[config.mk]
export PLATFORM = sky130hd
export DESIGN_NAME = play_timer
export DESIGN_NICKNAME = d
export VERILOG_FILES = /design/src/rtl/play_timer.sv
export SDC_FILE = /design/constraint.sdc
export NUM_CORES = 1
export LEC_CHECK = 0
export ABC_AREA = 1
export CAP_MARGIN = 10
export CORE_AREA = 2 2 79 81
export CTS_CLUSTER_DIAMETER = 60
export CTS_CLUSTER_SIZE = 30
export DETAILED_ROUTE_END_ITERATION = 10
export DIE_AREA = 0 0 81 83
export GPL_TIMING_DRIVEN = 0
export PLACE_DENSITY = 0.72
export SLEW_MARGIN = 15
export SYNTH_ARGS = -nofsm -noshare
export SYNTH_HDL_FRONTEND = slang
export SYNTH_SLANG_ARGS = --single-unit
[constraint.sdc]
create_clock -name clk -period 1.5 [get_ports clk]
set_input_delay 0.45 -clock clk [delete_from_list [all_inputs] [get_ports clk]]
set_output_delay 0.45 -clock clk [all_outputs]
set_load 0.05 [all_outputs]
[src/rtl/play_timer.sv]
// Elapsed-playback MM:SS timer in BCD: a prescaler divides clk down to seconds,
// and a start/pause/clear FSM gates counting. Every output comes straight from a flop.
module play_timer #(
  parameter  int TICK_DIV = 50000000,
  localparam int PW       = $clog2(TICK_DIV)
) (
  input  logic       clk,
  input  logic       reset,
  input  logic       start,
  input  logic       pause,
  input  logic       clear,
  output logic [3:0] sec_ones,
  output logic [3:0] sec_tens,
  output logic [3:0] min_ones,
  output logic [3:0] min_tens,
  output logic       running,
  output logic       tick,
  output logic       overflow,
  output logic [1:0] dbg_state
);

  typedef enum logic [1:0] {
    S_IDLE  = 2'd0,
    S_RUN   = 2'd1,
    S_PAUSE = 2'd2
  } state_t;

  localparam logic [PW-1:0] PRESC_MAX = PW'(TICK_DIV - 1);

  state_t        r_state, w_state_nxt;
  logic [PW-1:0] r_presc, w_presc_nxt;
  logic [3:0]    r_sec_ones, r_sec_tens, r_min_ones, r_min_tens;
  logic [3:0]    w_sec_ones_nxt, w_sec_tens_nxt, w_min_ones_nxt, w_min_tens_nxt;
  logic          r_running, r_tick, r_overflow;
  logic          w_adv, w_ovf_nxt;

  // Priority clear > pause > start. pause outside RUN still blocks start.
  always_comb begin
    w_state_nxt = r_state;
    w_presc_nxt = r_presc;
    w_adv       = 1'b0;
    if (clear) begin
      w_state_nxt = S_IDLE;
      w_presc_nxt = '0;
    end else if (pause) begin
      if (r_state == S_RUN) w_state_nxt = S_PAUSE;
    end else if (r_state == S_RUN) begin
      if (r_presc == PRESC_MAX) begin
        w_presc_nxt = '0;
        w_adv       = 1'b1;
      end else begin
        w_presc_nxt = r_presc + PW'(1);
      end
    end else if (start) begin
      w_state_nxt = S_RUN;
    end
  end

  // One-edge BCD ripple; carry out of min_tens flags the 99:59 -> 00:00 wrap.
  always_comb begin
    w_sec_ones_nxt = r_sec_ones;
    w_sec_tens_nxt = r_sec_tens;
    w_min_ones_nxt = r_min_ones;
    w_min_tens_nxt = r_min_tens;
    w_ovf_nxt      = 1'b0;
    if (clear) begin
      w_sec_ones_nxt = 4'd0;
      w_sec_tens_nxt = 4'd0;
      w_min_ones_nxt = 4'd0;
      w_min_tens_nxt = 4'd0;
    end else if (w_adv) begin
      if (r_sec_ones != 4'd9) begin
        w_sec_ones_nxt = r_sec_ones + 4'd1;
      end else begin
        w_sec_ones_nxt = 4'd0;
        if (r_sec_tens != 4'd5) begin
          w_sec_tens_nxt = r_sec_tens + 4'd1;
        end else begin
          w_sec_tens_nxt = 4'd0;
          if (r_min_ones != 4'd9) begin
            w_min_ones_nxt = r_min_ones + 4'd1;
          end else begin
            w_min_ones_nxt = 4'd0;
            if (r_min_tens != 4'd9) begin
              w_min_tens_nxt = r_min_tens + 4'd1;
            end else begin
              w_min_tens_nxt = 4'd0;
              w_ovf_nxt      = 1'b1;
            end
          end
        end
      end
    end
  end

  always_ff @(posedge clk or posedge reset) begin
    if (reset) begin
      r_state    <= S_IDLE;
      r_presc    <= '0;
      r_sec_ones <= 4'd0;
      r_sec_tens <= 4'd0;
      r_min_ones <= 4'd0;
      r_min_tens <= 4'd0;
      r_running  <= 1'b0;
      r_tick     <= 1'b0;
      r_overflow <= 1'b0;
    end else begin
      r_state    <= w_state_nxt;
      r_presc    <= w_presc_nxt;
      r_sec_ones <= w_sec_ones_nxt;
      r_sec_tens <= w_sec_tens_nxt;
      r_min_ones <= w_min_ones_nxt;
      r_min_tens <= w_min_tens_nxt;
      r_running  <= (w_state_nxt == S_RUN);
      r_tick     <= w_adv;
      r_overflow <= w_ovf_nxt;
    end
  end

  assign sec_ones  = r_sec_ones;
  assign sec_tens  = r_sec_tens;
  assign min_ones  = r_min_ones;
  assign min_tens  = r_min_tens;
  assign running   = r_running;
  assign tick      = r_tick;
  assign overflow  = r_overflow;
  assign dbg_state = r_state;

endmodule
==> flow_summary_export.csv <==
group,metric,value,unit
min_path,hp-class,"primary input to async pin",
synth,synth_top_area_share,0.398,
global_route,grt-ovfl-total,0,
final_layout,nNetsFinal,493,
power_and_ir_drop,finalPower,0.00306,W
sta,slew_viol_final,0,
critical_path,criticalPathCategory,"register to register",
route,drc,0,
sta,final.period_utilization,1.12,
synth,ys_seq_area_frac,0.398,
power_and_ir_drop,vdd_drop_max,704,uV
route,vias_per_cell,5.32,
clock_network,cts_max_level,2,
global_route,globalRouteMet1Util,0.320,
synth,synth_largest_area_cell,"dfrtp_1",
synth,yosys_register_bits,47,
placement,place_worst_setup_slack,-0.830,ns
floorplanning,core,5820,um2
final_layout,area_growth,34.5,%
critical_path,cp_max_fo,5,
sta,clock.fmax,595,MHz
sta,setup_ws,-0.182,ns
clock_network,clock_path_buffers,2,
sta,finalClockSkew,0.0112,ns
route,vias,2950,
sta,rsz0062_at_grt,"yes",
status,violations,"setup timing",
power_and_ir_drop,p_per_area,770,nW/um2
placement,dp_hpwl,5170,um
floorplanning,dieWidth,81,um
sta,hold_viol_final,0,
route,finalWirelength,8220,um
placement,gp_congestion,0.908,
final_layout,antenna-diode-count,0,
synth,synth_cell_types,32,
synth,synth_area,2950,um2
clock_network,clk_pin_slew,0.10,ns
final_layout,final_cell_mix,"nand2_1 (93), nor2_1 (57), inv_1 (39)",
synth,synth_area_leaders,"dfrtp_1 (40%), nand2_1 (14%), nor2_1 (9.4%)",
critical_path,cp-start-kind,"register",
floorplanning,io_pins,26,
route,drt_iter0_drc,192,
clock_network,cts_buffers,5,
global_route,met3_usage,0.0413,
floorplanning,start_util,0.508,
floorplanning,die-area,6720,um2
global_route,grt_pass1_vias,2744,
critical_path,cp-end-kind,"register",
sta,whs,0.425,ns
clock_network,cts.hold.buffers_added,0,
synth,netlist_instances,414,
global_route,grt_pass1_wl,12900,um
global_route,grt.busiest_layer,"met2",
power_and_ir_drop,power.leakage,1.78,nW
critical_path,cp.required,1.71,ns
final_layout,drive_gt1_frac,0.333,
clock_network,clock-sinks,47,
placement,port_buffers,25,
job,maxCapViolCount,0,
route,dr.pass1.iters,5,
route,post_drt_wl_per_cell,14.8,um
global_route,grt_max_degree,48,
sta,relSlewSlack,0.678,
clock_network,cts_tree,"yes",
synth,yosys_warnings,0,
route,antenna_left,0,
final_layout,final_common_cell,"nand2_1",
global_route,grtUsageMet2,0.410,
sta,post-route-min-period,1.68,ns
global_route,grt_usage,0.241,
global_route,antenna_found_initial,0,
synth,syn-num-nets,428,
clock_network,worstSkewPairLatency,0.32,ns
critical_path,critPathArrivalTime,1.89,ns
sta,worst_pin_slew,0.483,ns
clock_network,cts_root_buffer,"clkbuf_8",
floorplanning,num_rows,28,
status,outcome,"finished, violations left",
synth,syn_avg_cell_area,7.13,um2
sta,setup_viol,38,
floorplanning,die_h,83,um
[cell usage after synthesis, drive strengths merged]
cell type / n
nor2: 82
o21ai: 8
a22oi: 1
ha: 9
nand3b: 1
buf: 4
a211oi: 2
nor3b: 1
dfrtp: 47
xnor2: 5
inv: 47
nand2: 117
nand3: 32
nand4: 23
or2: 1
clkbuf: 1
o211a: 1
clkinv: 1
nor3: 15
a21oi: 7
xor2: 9
[layer usage]
layer	wire length, um	share of wire
met5	0	0
met4	148	0.018
met3	297	0.036
met2	4270	0.52
met1	3500	0.43
[final timing paths]
path                              from           to  slack, ns  cells past startpoint
setup / recovery            r_presc[0]  r_presc[20]      -0.18                     10
hold / removal                   reset      running       0.42                      2
setup reg to reg            r_presc[0]  r_presc[20]      -0.18                     10
hold reg to reg            sec_tens[1]  sec_tens[1]       0.54                      2
max in group asynchronous        reset  r_presc[10]       0.57                      3
min in group clk           sec_tens[1]  sec_tens[1]       0.54                      2
[repair_timing]
item,CTS,global route
setup buffers,18,10
pin swaps,17,25
setup endpoints to repair,65,55
gates cloned,2,2
hold endpoints to repair,0,0
gates resized for setup,130,77
[where the power goes]
part	internal [W]	switching, W	total (W)
Sequential	0.00134	0.000105	0.00145
Clock	0.000338	0.000489	0.000827
Combinational	0.000269	0.000516	0.000785
Total	0.00195	0.00111	0.00306
[cell families after synthesis]
logic type,Yosys count,share of synthesized area
adders and majority gates,9,0.0382
AOI/OAI and AO/OA,19,0.0365
buffers and inverters,53,0.0755
and+or+nand+nor,272,0.410
DFF,47,0.398
xor gates and xnor gates,14,0.0415
[metrics by stage]
stage               utilization  std cells  area (um2)  TNS (ns)
detailed placement        0.579        514        3370    -36.80
floorplan                     -        414        3030    -0.706
global route              0.683        555        3970     -9.34
CTS                       0.626        542        3640     -2.68
global placement          0.579        514        3370    -34.85
finish                    0.683        555        3970     -4.92
[worst max-delay path: stages (launching register included)]
cell and delay, ns:
dfrtp_2 0.41, ha_4 0.16, nand2_4 0.06, nor2_4 0.13, nand3_2 0.10, nor2_2 0.13, nand3_2 0.10, nand2_4 0.13
buf_6 0.14, clkbuf_16 0.15, nor2_1 0.05
[area by class of cell]
class | instances | area [um2]
buffer | 5 | 56.3
clock buffer | 5 | 68.8
clock inverter | 3 | 22.5
fill | 524 | 1850
inverter | 48 | 190
multi-input combinational | 315 | 1830
sequential | 47 | 1200
tap | 75 | 93.8
timing repair buffer | 57 | 513
[registers in the layout (all words and copies together) (netlist names)]
signal and count:
min_ones 4, min_tens 4, running 1, r_presc 26, tick 1, overflow 1
dbg_state 2, sec_tens 4, sec_ones 4
Note: power is estimated with default switching activity, not from simulation.
